File: config.mk
export PLATFORM = sky130hd
export DESIGN_NAME = ecc_result_scoreboard
export DESIGN_NICKNAME = d
export VERILOG_FILES = /design/src/rtl/ecc_sb_pkg.sv /design/src/rtl/sb_sync_fifo.sv /design/src/rtl/ecc_result_scoreboard.sv
export SDC_FILE = /design/constraint.sdc
export NUM_CORES = 1
export LEC_CHECK = 0
export ABC_AREA = 1
export ABC_CLOCK_PERIOD_IN_PS = 8660
export CORE_MARGIN = 1
export CORE_UTILIZATION = 65
export DETAILED_ROUTE_END_ITERATION = 8
export PLACE_DENSITY = 0.81
export SYNTH_ARGS = -nofsm -noshare
export SYNTH_HDL_FRONTEND = slang
export SYNTH_SLANG_ARGS = --single-unit
File: constraint.sdc
create_clock -name clk -period 8.66 [get_ports clk]
set_clock_uncertainty 0.05 [all_clocks]
set_input_delay 1.299 -clock clk [delete_from_list [all_inputs] [get_ports clk]]
set_output_delay 1.299 -clock clk [all_outputs]
set_load 0.03 [all_outputs]
File: src/rtl/ecc_sb_pkg.sv
// ecc_sb_pkg: shared modes, FSM states and statistics register map for the ECC result scoreboard
package ecc_sb_pkg;
  localparam logic [1:0] MODE_ENCODE       = 2'd0;
  localparam logic [1:0] MODE_DECODE       = 2'd1;
  localparam logic [1:0] MODE_FULL_CHANNEL = 2'd2;
  localparam logic [1:0] MODE_RESERVED     = 2'd3;
  typedef enum logic [1:0] {IDLE = 2'd0, ACTIVE = 2'd1, FAULT = 2'd2} sb_state_t;
  localparam logic [3:0] ADDR_HIT0      = 4'd0;
  localparam logic [3:0] ADDR_MISS0     = 4'd3;
  localparam logic [3:0] ADDR_UNDERFLOW = 4'd6;
  localparam logic [3:0] ADDR_STATUS    = 4'd7;
  localparam logic [3:0] ADDR_MM_EXP    = 4'd8;
  localparam logic [3:0] ADDR_MM_DUT    = 4'd9;
  localparam logic [3:0] ADDR_MM_MODE   = 4'd10;
endpackage

File: src/rtl/sb_sync_fifo.sv
// sb_sync_fifo: synchronous FIFO with full/empty/level; pushes while full and pops while empty are ignored
module sb_sync_fifo #(
  parameter int W = 8,
  parameter int DEPTH = 8,
  localparam int AW = $clog2(DEPTH)
) (
  input  logic          clk,
  input  logic          rst,
  input  logic          push,
  input  logic          pop,
  input  logic [W-1:0]  wdata,
  output logic [W-1:0]  rdata,
  output logic          full,
  output logic          empty,
  output logic [AW:0]   level
);
  logic [W-1:0] mem [DEPTH];
  logic [AW-1:0] wrPtr, rdPtr;
  logic doPush, doPop;
  assign doPush = push && !full;
  assign doPop = pop && !empty;
  assign full = level == (AW+1)'(DEPTH);
  assign empty = level == '0;
  assign rdata = mem[rdPtr];
  always_ff @(posedge clk)
    if (doPush) mem[wrPtr] <= wdata;
  always_ff @(posedge clk)
    if (rst) begin
      wrPtr <= '0;
      rdPtr <= '0;
      level <= '0;
    end else begin
      if (doPush) wrPtr <= wrPtr + AW'(1);
      if (doPop) rdPtr <= rdPtr + AW'(1);
      level <= level + (AW+1)'(doPush) - (AW+1)'(doPop);
    end
endmodule

File: src/rtl/ecc_result_scoreboard.sv
// ecc_result_scoreboard: expected-result queue, per-mode hit/miss statistics and fault flagging for the ECC datapath; define SB_TIMEOUT_EN to add the idle watchdog
module ecc_result_scoreboard
  import ecc_sb_pkg::*;
#(
  parameter int DATA_WIDTH = 32,
  parameter int ERR_WIDTH = 2,
  parameter int FIFO_DEPTH = 8,
  parameter int CNT_WIDTH = 16,
  parameter int TIMEOUT_CYCLES = 1024
) (
  input  logic                  clk,
  input  logic                  rst,
  input  logic                  exp_valid,
  output logic                  exp_ready,
  input  logic [1:0]            exp_mode,
  input  logic [DATA_WIDTH-1:0] exp_data,
  input  logic [ERR_WIDTH-1:0]  exp_errors,
  input  logic                  operation_done,
  input  logic [DATA_WIDTH-1:0] data_out,
  input  logic [ERR_WIDTH-1:0]  num_of_errors,
  input  logic                  stat_clr,
  input  logic [3:0]            rd_addr,
  output logic [DATA_WIDTH-1:0] rd_data,
  output logic                  cmp_valid,
  output logic                  cmp_hit,
  output logic                  sb_error
);
  localparam int LW = $clog2(FIFO_DEPTH) + 1;
  localparam logic [CNT_WIDTH-1:0] CNT_MAX = '1;
  typedef struct packed {
    logic [1:0]            mode;
    logic [DATA_WIDTH-1:0] data;
    logic [ERR_WIDTH-1:0]  errors;
  } entry_t;
  entry_t head;
  logic [$bits(entry_t)-1:0] headRaw;
  logic doneQ, evt, pushFire, cmpEvt, underflow, reserved, hit, errCond, toEvent, timeout, sbErr, full, empty, mmSeen;
  logic [LW-1:0] level, levelNext;
  logic [1:0] cntIdx, mmMode;
  logic [CNT_WIDTH-1:0] hitCnt [3];
  logic [CNT_WIDTH-1:0] missCnt [3];
  logic [CNT_WIDTH-1:0] undCnt;
  logic [DATA_WIDTH-1:0] mmExp, mmDut, rdMux;
  sb_state_t state, stateNext;
  sb_sync_fifo #(.W($bits(entry_t)), .DEPTH(FIFO_DEPTH)) fifo (
    .clk(clk), .rst(rst), .push(exp_valid), .pop(evt),
    .wdata({exp_mode, exp_data, exp_errors}), .rdata(headRaw),
    .full(full), .empty(empty), .level(level)
  );
  assign head = entry_t'(headRaw);
  assign exp_ready = !full;
  assign evt = operation_done && !doneQ;
  assign pushFire = exp_valid && !full;
  assign cmpEvt = evt && !empty;
  assign underflow = evt && empty;
  assign reserved = cmpEvt && head.mode == MODE_RESERVED;
  assign cntIdx = head.mode == MODE_RESERVED ? MODE_FULL_CHANNEL : head.mode;
  // double errors on both sides count as a hit whatever the data says
  assign hit = head.mode != MODE_RESERVED &&
               ((head.data == data_out && (head.mode == MODE_ENCODE || head.errors == num_of_errors)) ||
                (head.mode != MODE_ENCODE && head.errors == ERR_WIDTH'(2) && num_of_errors == ERR_WIDTH'(2)));
  assign errCond = underflow || reserved || toEvent;
  assign levelNext = level + LW'(pushFire) - LW'(cmpEvt);
  assign sb_error = sbErr;
  always_ff @(posedge clk)
    doneQ <= rst ? 1'b0 : operation_done;
  always_ff @(posedge clk)
    state <= rst ? IDLE : stateNext;
  always_comb
    stateNext = stat_clr ? (levelNext == '0 ? IDLE : ACTIVE) :
                (errCond || state == FAULT) ? FAULT :
                levelNext == '0 ? IDLE : ACTIVE;
  always_ff @(posedge clk)
    if (rst || stat_clr) begin
      hitCnt <= '{default: '0};
      missCnt <= '{default: '0};
      undCnt <= '0;
      mmSeen <= 1'b0;
      mmExp <= '0;
      mmDut <= '0;
      mmMode <= '0;
      sbErr <= 1'b0;
    end else begin
      if (cmpEvt && hit && hitCnt[cntIdx] != CNT_MAX) hitCnt[cntIdx] <= hitCnt[cntIdx] + CNT_WIDTH'(1);
      if (cmpEvt && !hit && missCnt[cntIdx] != CNT_MAX) missCnt[cntIdx] <= missCnt[cntIdx] + CNT_WIDTH'(1);
      if (underflow && undCnt != CNT_MAX) undCnt <= undCnt + CNT_WIDTH'(1);
      if (cmpEvt && !hit && !mmSeen) begin
        mmSeen <= 1'b1;
        mmExp <= head.data;
        mmDut <= data_out;
        mmMode <= head.mode;
      end
      if (errCond) sbErr <= 1'b1;
    end
`ifdef SB_TIMEOUT_EN
  localparam int WW = $clog2(TIMEOUT_CYCLES + 1);
  logic [WW-1:0] wdCnt;
  assign toEvent = state == ACTIVE && !evt && !pushFire && wdCnt == WW'(TIMEOUT_CYCLES - 1);
  always_ff @(posedge clk)
    if (rst || stat_clr || evt || pushFire) wdCnt <= '0;
    else if (state == ACTIVE && wdCnt != WW'(TIMEOUT_CYCLES)) wdCnt <= wdCnt + WW'(1);
  always_ff @(posedge clk)
    if (rst || stat_clr) timeout <= 1'b0;
    else if (toEvent) timeout <= 1'b1;
`else
  assign toEvent = 1'b0;
  assign timeout = 1'b0;
`endif
  always_comb
    case (rd_addr)
      ADDR_HIT0:             rdMux = DATA_WIDTH'(hitCnt[0]);
      ADDR_HIT0 + 4'd1:      rdMux = DATA_WIDTH'(hitCnt[1]);
      ADDR_HIT0 + 4'd2:      rdMux = DATA_WIDTH'(hitCnt[2]);
      ADDR_MISS0:            rdMux = DATA_WIDTH'(missCnt[0]);
      ADDR_MISS0 + 4'd1:     rdMux = DATA_WIDTH'(missCnt[1]);
      ADDR_MISS0 + 4'd2:     rdMux = DATA_WIDTH'(missCnt[2]);
      ADDR_UNDERFLOW:        rdMux = DATA_WIDTH'(undCnt);
      ADDR_STATUS:           rdMux = DATA_WIDTH'({state, level, timeout, sbErr});
      ADDR_MM_EXP:           rdMux = mmExp;
      ADDR_MM_DUT:           rdMux = mmDut;
      ADDR_MM_MODE:          rdMux = DATA_WIDTH'(mmMode);
      default:               rdMux = '0;
    endcase
  always_ff @(posedge clk)
    if (rst) begin
      cmp_valid <= 1'b0;
      cmp_hit <= 1'b0;
      rd_data <= '0;
    end else begin
      cmp_valid <= cmpEvt && !stat_clr;
      cmp_hit <= cmpEvt && !stat_clr && hit;
      rd_data <= rdMux;
    end
endmodule

# ---- Yosys cells after proc, flatten, opt, wreduce, memory -nomap -nowiden
# Memories as Yosys holds them, arrays and structs flattened. A register that Yosys moved wholly into a read port is not among the register bits.
# Cells that the tools add are included.
dict set report word_totals {
  output_inout_bits 36
  ram_bits 288
  memories 1
  register_bits 227
}
dict set report op_classes {
  reduce_logical 34
  n_bitwise 1
  muxes 19
  n_eq_ne 21
  n_lt_le_gt_ge 2
  addsub 7
}
# name depth width read_ports rd_clocked_by_memory_dff wr line
set memory_table {}
lappend memory_table {fifo.mem 8 36 1 1 1 sb_sync_fifo.sv:17} ;# logic [W-1:0] mem [DEPTH];
# cell n
set op_table {}
lappend op_table {{case mux 32 bit (11 select lines)} 1}
lappend op_table {{bitwise mux 48 bit} 2}
lappend op_table {{2-to-1 mux 16 bit} 5}
lappend op_table {{binary-select mux 16 bit (select 2 bit)} 2}
lappend op_table {{adder 16 x 1 -> 16 bit (second input constant)} 3}
lappend op_table {{!= test 16 bit (second input constant)} 3}
lappend op_table {{demux 16 bit (select 2 bit)} 1}
lappend op_table {{== test 32 bit} 1}
lappend op_table {{logical AND 1 bit} 18}
lappend op_table {{== test 4 x 3 -> 1 bit (second input constant)} 4}
lappend op_table {{== test 4 bit (second input constant)} 4}
lappend op_table {{zero test 4 bit} 3}
lappend op_table {{== test 2 bit (second input constant)} 4}
lappend op_table {{== test 4 x 2 -> 1 bit (second input constant)} 2}
lappend op_table {{adder 3 x 1 -> 3 bit (second input constant)} 2}
lappend op_table {{zero test 1 bit} 6}
lappend op_table {{2-to-1 mux 2 bit} 3}
lappend op_table {{2-to-1 mux 3 bit} 2}
lappend op_table {{logical OR 1 bit} 5}
lappend op_table {{adder 4 x 1 -> 4 bit} 1}
lappend op_table {{== test 4 x 1 -> 1 bit (second input constant)} 1}
lappend op_table {{subtractor 4 x 1 -> 4 bit} 1}
lappend op_table {{>= comparator 3 bit (second input constant)} 1}
lappend op_table {{< comparator 3 x 1 -> 1 bit (second input constant)} 1}
lappend op_table {{6 further kinds} 8}

# ---- Longest topological paths before layout
# Gate-level depths: netlist of run 1.
dict set report logic_depth {
  word_depth 9
  ltp_mapped 24
}

# ---- Hierarchy
# Synthesis of run 1 repeated with hierarchy kept, for this count alone.
dict set report unflattened {
  cells_unflattened 3018
  area_unflattened_um2 24604.8
}
# module instances cells_per_inst area_per_inst_um2
set by_module_without_submodules {}
lappend by_module_without_submodules {sb_sync_fifo 1 1344 13193.9}
lappend by_module_without_submodules {ecc_result_scoreboard 1 1674 11410.9}

# ---- Worst setup path after synthesis of run 1
# No wires, ideal clock.
dict set report synth_path {
  path_type {in2reg}
  startpoint {in exp_valid}
  endpoint {mem fifo.mem[0][0] (netlist name), enable pin}
  setup_time_ns 0.429
  arrival_ns 3.161
  path_slack_ns 5.020
  n_path_buf 0
  cell_stages 4
  required_time_ns 8.181
  path_cell_list {nand2_1 -> inv_1 -> nand2_1 -> nor2_1}
}
dict set report synth_between {
  elab_chain_cells 3
}
# item line
set synth_lines {}
lappend synth_lines {{start, declared} ecc_result_scoreboard.sv:13} ;# input logic exp_valid,
lappend synth_lines {{logical AND 1 bit} sb_sync_fifo.sv:20} ;# assign doPush = push && !full;
lappend synth_lines {{via fifo.doPush} sb_sync_fifo.sv:19} ;# logic doPush, doPop;
lappend synth_lines {{2-to-1 mux 1 bit} sb_sync_fifo.sv:26} ;# if (doPush) mem[wrPtr] <= wdata;
lappend synth_lines {{2-to-1 mux 1 bit (implied by the code)} sb_sync_fifo.sv:26}
lappend synth_lines {{end, declared} sb_sync_fifo.sv:17}
# The timed path passes the listed nets, and every way through them passes these cells.

==> results.sh, run 1 <==
export IMPL_status="completed"
export IMPL_drv_cap=0
export IMPL_cp_max_fo=76
export IMPL_htree_num_levels=2
export IMPL_cts_resized=0
export IMPL_postCtsHoldBufs=0
export IMPL_drcViolationCount=0
export IMPL_setup_viol=0
export IMPL_cts_buffer_depth=3
export IMPL_power_density_nw_per_um2=261
export IMPL_vias_per_cell=5.70
export IMPL_p_leak_nw=11.0
export IMPL_dr_pass1_iters=5
export IMPL_fp_dieW_um=195
export IMPL_grt_pass1_wl_um=101000
export IMPL_fill_cells=2644
export IMPL_relSlewSlack_pct=22.8
export IMPL_netlist_area_leader_share_pct=35.9
export IMPL_syn_area_per_cell_um2=8.33
export IMPL_start_kind="flop"
export IMPL_globalplace_congestion=1.01
export IMPL_finalCritPeriodShare_pct=68.7
export IMPL_arrival_ns=6.43
export IMPL_path_clk_slew_ns=0.06
export IMPL_final_net_count=3046
export IMPL_gr_total_overflow=0
export IMPL_drv_slew=0
export IMPL_hold_viol=0
export IMPL_dieHeight_um=195
export IMPL_drt_iter0_drc=2260
export IMPL_criticalPathCategory="flop to flop"
export IMPL_yosysTopAreaCell="edfxtp_1"
export IMPL_die_area_um2=37900
export IMPL_min_path_type="flop to flop"
export IMPL_crit_required_ns=9.14
export IMPL_cp_end_kind="flop"
export IMPL_cts_root_buf="clkbuf_16"
export IMPL_layout_common_cells="nand2_1 (845), inv_1 (379), nor2_1 (375), edfxtp_1 (288), dfxtp_1 (227)"
export IMPL_setup_tns_ns=0
export IMPL_dpl_hpwl_um=40600
export IMPL_tightest_slew_ns=1.16
export IMPL_r2r_slack_ns=2.71
export IMPL_period_needed_ns=5.95
export IMPL_finish_utilization_pct=73.7
export IMPL_grt_pass1_vias=19100
export IMPL_ios=115
export IMPL_cts_setup_buffers=0
export IMPL_ant_nets=0
export IMPL_peakVddDrop_mv=0.201
export IMPL_layout_commonest_cell="nand2_1"
export IMPL_max_clock_freq_mhz=168
export IMPL_wl_per_cell_um=18.6
export IMPL_wl_um=64500
export IMPL_synth_nets=2987
export IMPL_grt_max_degree=104
export IMPL_synthToLayoutAreaGrowth_pct=11.6
export IMPL_grt_usage_pct=34.5
export IMPL_layout_drive_gt1_share_pct=5.84
export IMPL_rsz0062_at_grt="no"
export IMPL_rows=70
export IMPL_synth_warnings=0
export IMPL_synth_area_leaders="edfxtp_1 (36%), dfxtp_1 (19%), nand2_1 (13%)"
export IMPL_initial_core_util_pct=66.0
export IMPL_vias=19800
export IMPL_synth_seq_cells=518
export IMPL_syn_inst=2896
export IMPL_cts_sinks=518
export IMPL_synthDistinctLibCells=51
export IMPL_ys_seq_area_share_pct=54.9
export IMPL_cts_tree="done"
export IMPL_synth_area_um2=24100
export IMPL_clock_latency_ns=0.61
export IMPL_cts_made_buffers=51
export IMPL_numPortBuffers=114
export IMPL_coreArea_um2=36500
export IMPL_grt_antenna_before_repair=2
-- cell usage after synthesis (all sizes together) --
cell type / instances
nand2: 855
clkbuf: 34
a221oi: 21
nand4: 8
ha: 11
inv: 388
a41oi: 7
o2111ai: 1
and2: 8
o2bb2ai: 1
buf: 95
or3: 1
fa: 1
a31oi: 2
edfxtp: 288
a21oi: 110
xor2: 12
nor2: 401
o22ai: 25
a2bb2oi: 1
o211ai: 9
o21bai: 25
a211oi: 2
nor4: 3
dfxtp: 230
nor3b: 2
xnor2: 13
or2: 2
nor3: 12
nand3: 216
a21o: 1
a2111oi: 2
o21ai: 78
clkinv: 6
nand3b: 25
-- cells by family (layout without fill, tap and decap cells) --
| family | count (synthesis) | in the layout | share of synthesized area, % |
|---|---|---|---|
| adders and majority gates | 12 | 12 | 0.654 |
| AOI/OAI and AO/OA | 285 | 285 | 7.25 |
| and+or+nand+nor | 1533 | 1533 | 26.6 |
| other | 0 | 2 | 0 |
| buffers and inverters | 523 | 624 | 9.65 |
| DFF | 518 | 518 | 54.9 |
| xor gates and xnor gates | 25 | 25 | 0.908 |
-- worst paths after layout --
| path | depth (start not counted) | startpoint | end |
|---|---|---|---|
| setup / recovery | 15 | flop | mmDut[6]$_SDFFE_PP0P_ |
| hold / removal | 1 | fifo.rdPtr[2]$_SDFFE_PP0P_ | flop |
| setup reg to reg | 15 | flop | mmDut[6]$_SDFFE_PP0P_ |
| hold reg to reg | 1 | fifo.rdPtr[2]$_SDFFE_PP0P_ | flop |
-- worst max-delay path: stages (launching register included) --
cell	delay, ns
dfxtp_2	0.31
buf_4	0.66
inv_2	0.60
buf_4	0.45
nand3_1	0.15
nand2_2	0.08
o21ai_4	0.39
nand2_4	0.30
inv_4	0.24
or3_1	0.14
nand2_2	0.09
nand2_4	0.14
nand3_4	0.65
inv_2	1.17
nand2_1	0.15
a21oi_1	0.19
-- final cells by class --
cell class / instances / area, um^2 / share of cell area [%]
Antenna cell: 2 / 5.00 / 0.0186
Sequential cell: 518 / 13300 / 49.2
Clock inverter: 24 / 278 / 1.03
Timing Repair Buffer: 135 / 1300 / 4.82
Multi-Input combinational cell: 1855 / 8610 / 32.0
Tap cell: 468 / 586 / 2.17
Inverter: 394 / 1480 / 5.51
Clock buffer: 71 / 1400 / 5.20
-- power breakdown --
part	internal [mW]	switching (mW)	total, mW
logic	0.546	1.40	1.95
clock network	1.28	0.950	2.23
registers	2.76	0.0881	2.84
total	4.59	2.44	7.03
-- flip-flops by register name (all words and copies together) (netlist names), named ones only --
signal and count:
cmp_valid 1, missCnt 48, mmSeen 1, sb_error 1, fifo.wrPtr 3, mmMode 2, cmp_hit 1, undCnt 16
fifo.level 4, fifo.mem 288, mmExp 32, doneQ 1, fifo.rdPtr 3, rd_data 32, mmDut 32, state 2
hitCnt 48
-- through the flow --
step	cells	instance area (um^2)	power [mW]	hold slack (ns)	setup WS (ns)
5_1_grt	3467	26900	7.35	0.424	2.30
4_1_cts	3465	26900	7.00	0.387	2.80
3_3_place_gp	3370	25200	4.72	0.368	2.99
6_report	3467	26900	7.03	0.387	2.71
3_5_place_dp	3370	25200	4.79	0.374	2.81
2_1_floorplan	2896	24100	4.36	0.362	5.02
-- metal layers --
| layer | wire, um | GRT usage (%) |
|---|---|---|
| met1 | 24600 | 43.2 |
| met2 | 30400 | 56.5 |
| met3 | 6000 | 6.23 |
| met4 | 3380 | 20.1 |
| met5 | 0 | 0 |
(Power assumes the default switching activity.)
==> inputs of run 2 (changes only) <==
Settings changed: ABC_CLOCK_PERIOD_IN_PS 8660 to 6100, CORE_UTILIZATION 65 to 61, PLACE_DENSITY 0.81 to 0.77.
Clock period 8.66 ns to 6.1 ns, I/O delays scaled along.
==> results.sh, run 2 (synthesis gave the netlist of run 1 again) <==
export IMPL_p_total_mw=10.2
export IMPL_globalplace_congestion=0.949
export IMPL_max_clock_freq_mhz=213
export IMPL_fin_ws_ns=1.40
export IMPL_dp_cells=3423
export IMPL_coreArea_um2=38800
export IMPL_drt_iter0_drc=2174
export IMPL_numPortBuffers=114
export IMPL_criticalPathCategory="flop to flop"
export IMPL_gr_total_overflow=0
export IMPL_arrival_ns=5.17
export IMPL_rsz0062_at_grt="no"
export IMPL_cp_end_kind="flop"
export IMPL_instances_no_fill=3525
export IMPL_fill_cells=2998
export IMPL_min_path_type="flop to flop"
export IMPL_period_needed_ns=4.70
export IMPL_top_regs="fifo.mem: 288 flops, hitCnt: 48 flops, missCnt: 48 flops"
export IMPL_fp_dieW_um=201
export IMPL_postCtsHoldBufs=0
export IMPL_place_ws_ns=1.52
export IMPL_clock_latency_ns=0.62
export IMPL_relSlewSlack_pct=13.8
export IMPL_vias_per_cell=5.55
export IMPL_layout_commonest_cell="nand2_1"
export IMPL_cts_root_buf="clkbuf_16"
export IMPL_grt_usage_pct=32.6
export IMPL_path_clk_slew_ns=0.06
export IMPL_synthToLayoutAreaGrowth_pct=12.6
export IMPL_p_leak_nw=11.1
export IMPL_grt_max_degree=104
export IMPL_finalCritPeriodShare_pct=77.1
export IMPL_crit_required_ns=6.57
export IMPL_power_density_nw_per_um2=376
export IMPL_ios=115
export IMPL_start_kind="flop"
export IMPL_cts_resized=0
export IMPL_cts_made_buffers=52
export IMPL_layout_common_cells="nand2_1 (845), inv_1 (379), nor2_1 (375), edfxtp_1 (288), dfxtp_1 (227)"
export IMPL_largest_register="fifo.mem"
export IMPL_drv_slew=0
export IMPL_setup_viol=0
export IMPL_tightest_slew_ns=1.29
export IMPL_cts_tree="done"
export IMPL_largest_reg_flops=288
export IMPL_drcViolationCount=0
export IMPL_wl_per_cell_um=18.6
export IMPL_cts_setup_buffers=0
export IMPL_setup_tns_ns=0
export IMPL_die_area_um2=40300
export IMPL_status="completed"
export IMPL_cts_sinks=518
export IMPL_peakVddDrop_mv=0.278
export IMPL_cts_buffer_depth=3
export IMPL_hold_viol=0
export IMPL_htree_num_levels=2
export IMPL_final_net_count=3050
export IMPL_dieHeight_um=201
export IMPL_grt_pass1_wl_um=101000
export IMPL_vias=19600
export IMPL_drv_cap=0
export IMPL_layout_drive_gt1_share_pct=6.23
export IMPL_finish_utilization_pct=70.0
export IMPL_ant_nets=0
export IMPL_cp_max_fo=75
export IMPL_rows=72
export IMPL_dr_pass1_iters=8
export IMPL_grt_pass1_vias=18600
export IMPL_wl_um=65500
export IMPL_grt_antenna_before_repair=4
export IMPL_dpl_hpwl_um=41300
export IMPL_initial_core_util_pct=62.1
-- run 2: cell types whose count changed in the layout (fill, tap and decap cells not counted), sizes merged --
cell | before | now
clkbuf | 71 | 69
bufinv | 5 | 7
clkinv | 19 | 25
inv | 389 | 390
clkinvlp | 5 | 1
diode | 2 | 4
buf | 21 | 24
-- run 2: power breakdown --
group          switching, mW  total (mW)  internal [mW]
registers              0.103        4.02           3.91
logic                   2.03        2.81          0.781
clock network           1.38        3.39           2.00
total                   3.51        10.2           6.70
-- run 2: path summary, 6_finish.rpt --
check	startpoint	endpoint	slack, ns	cells after the start
max	flop	mmMode[0]$_SDFFE_PP0P_	1.40	19
min	fifo.rdPtr[2]$_SDFFE_PP0P_	flop	0.39	1
max reg2reg	flop	mmMode[0]$_SDFFE_PP0P_	1.40	19
min reg2reg	fifo.rdPtr[2]$_SDFFE_PP0P_	flop	0.39	1
-- run 2: critical path: stages (launching register included) --
cell	delay (ns)
dfxtp_4	0.64
buf_4	0.55
buf_4	0.64
nand2_1	0.13
nand3_1	0.12
nand3_1	0.19
nand2_1	0.18
nand2_1	0.06
nand2_1	0.06
nand2_1	0.06
nor2_1	0.14
nand2_1	0.11
nor2_1	0.13
nand3_1	0.09
nand2_2	0.15
nand2_4	0.13
nand3_4	0.09
buf_4	0.66
nand2_1	0.14
a21oi_1	0.21
-- run 2: per-layer routing --
layer,vias up,global-route usage [%],routed length (um),part of all wire [%]
li1,9360,-,-,-
met1,9031,43.0,25900,40
met2,989,52.0,30200,46
met3,174,4.97,6360,9.7
met4,0,17.3,3060,4.7
met5,-,0,0,0
-- run 2: per-stage QoR --
step / hold slack (ns) / cell area (um^2)
after floorplan: 0.362 / 24100
after global placement: 0.376 / 25300
after detailed placement: 0.389 / 25300
after CTS: 0.397 / 27200
after global routing: 0.407 / 27200
final: 0.393 / 27200
-- run 2: area by class of cell --
| class | count | area, um^2 | share of cell area [%] |
|---|---|---|---|
| Multi-Input combinational cell | 1855 | 8610 | 31.7 |
| Sequential cell | 518 | 13300 | 48.8 |
| Tap cell | 518 | 648 | 2.39 |
| Clock inverter | 29 | 348 | 1.28 |
| Clock buffer | 69 | 1480 | 5.44 |
| Antenna cell | 4 | 10.0 | 0.0369 |
| Timing Repair Buffer | 138 | 1320 | 4.86 |
| Inverter | 394 | 1480 | 5.46 |
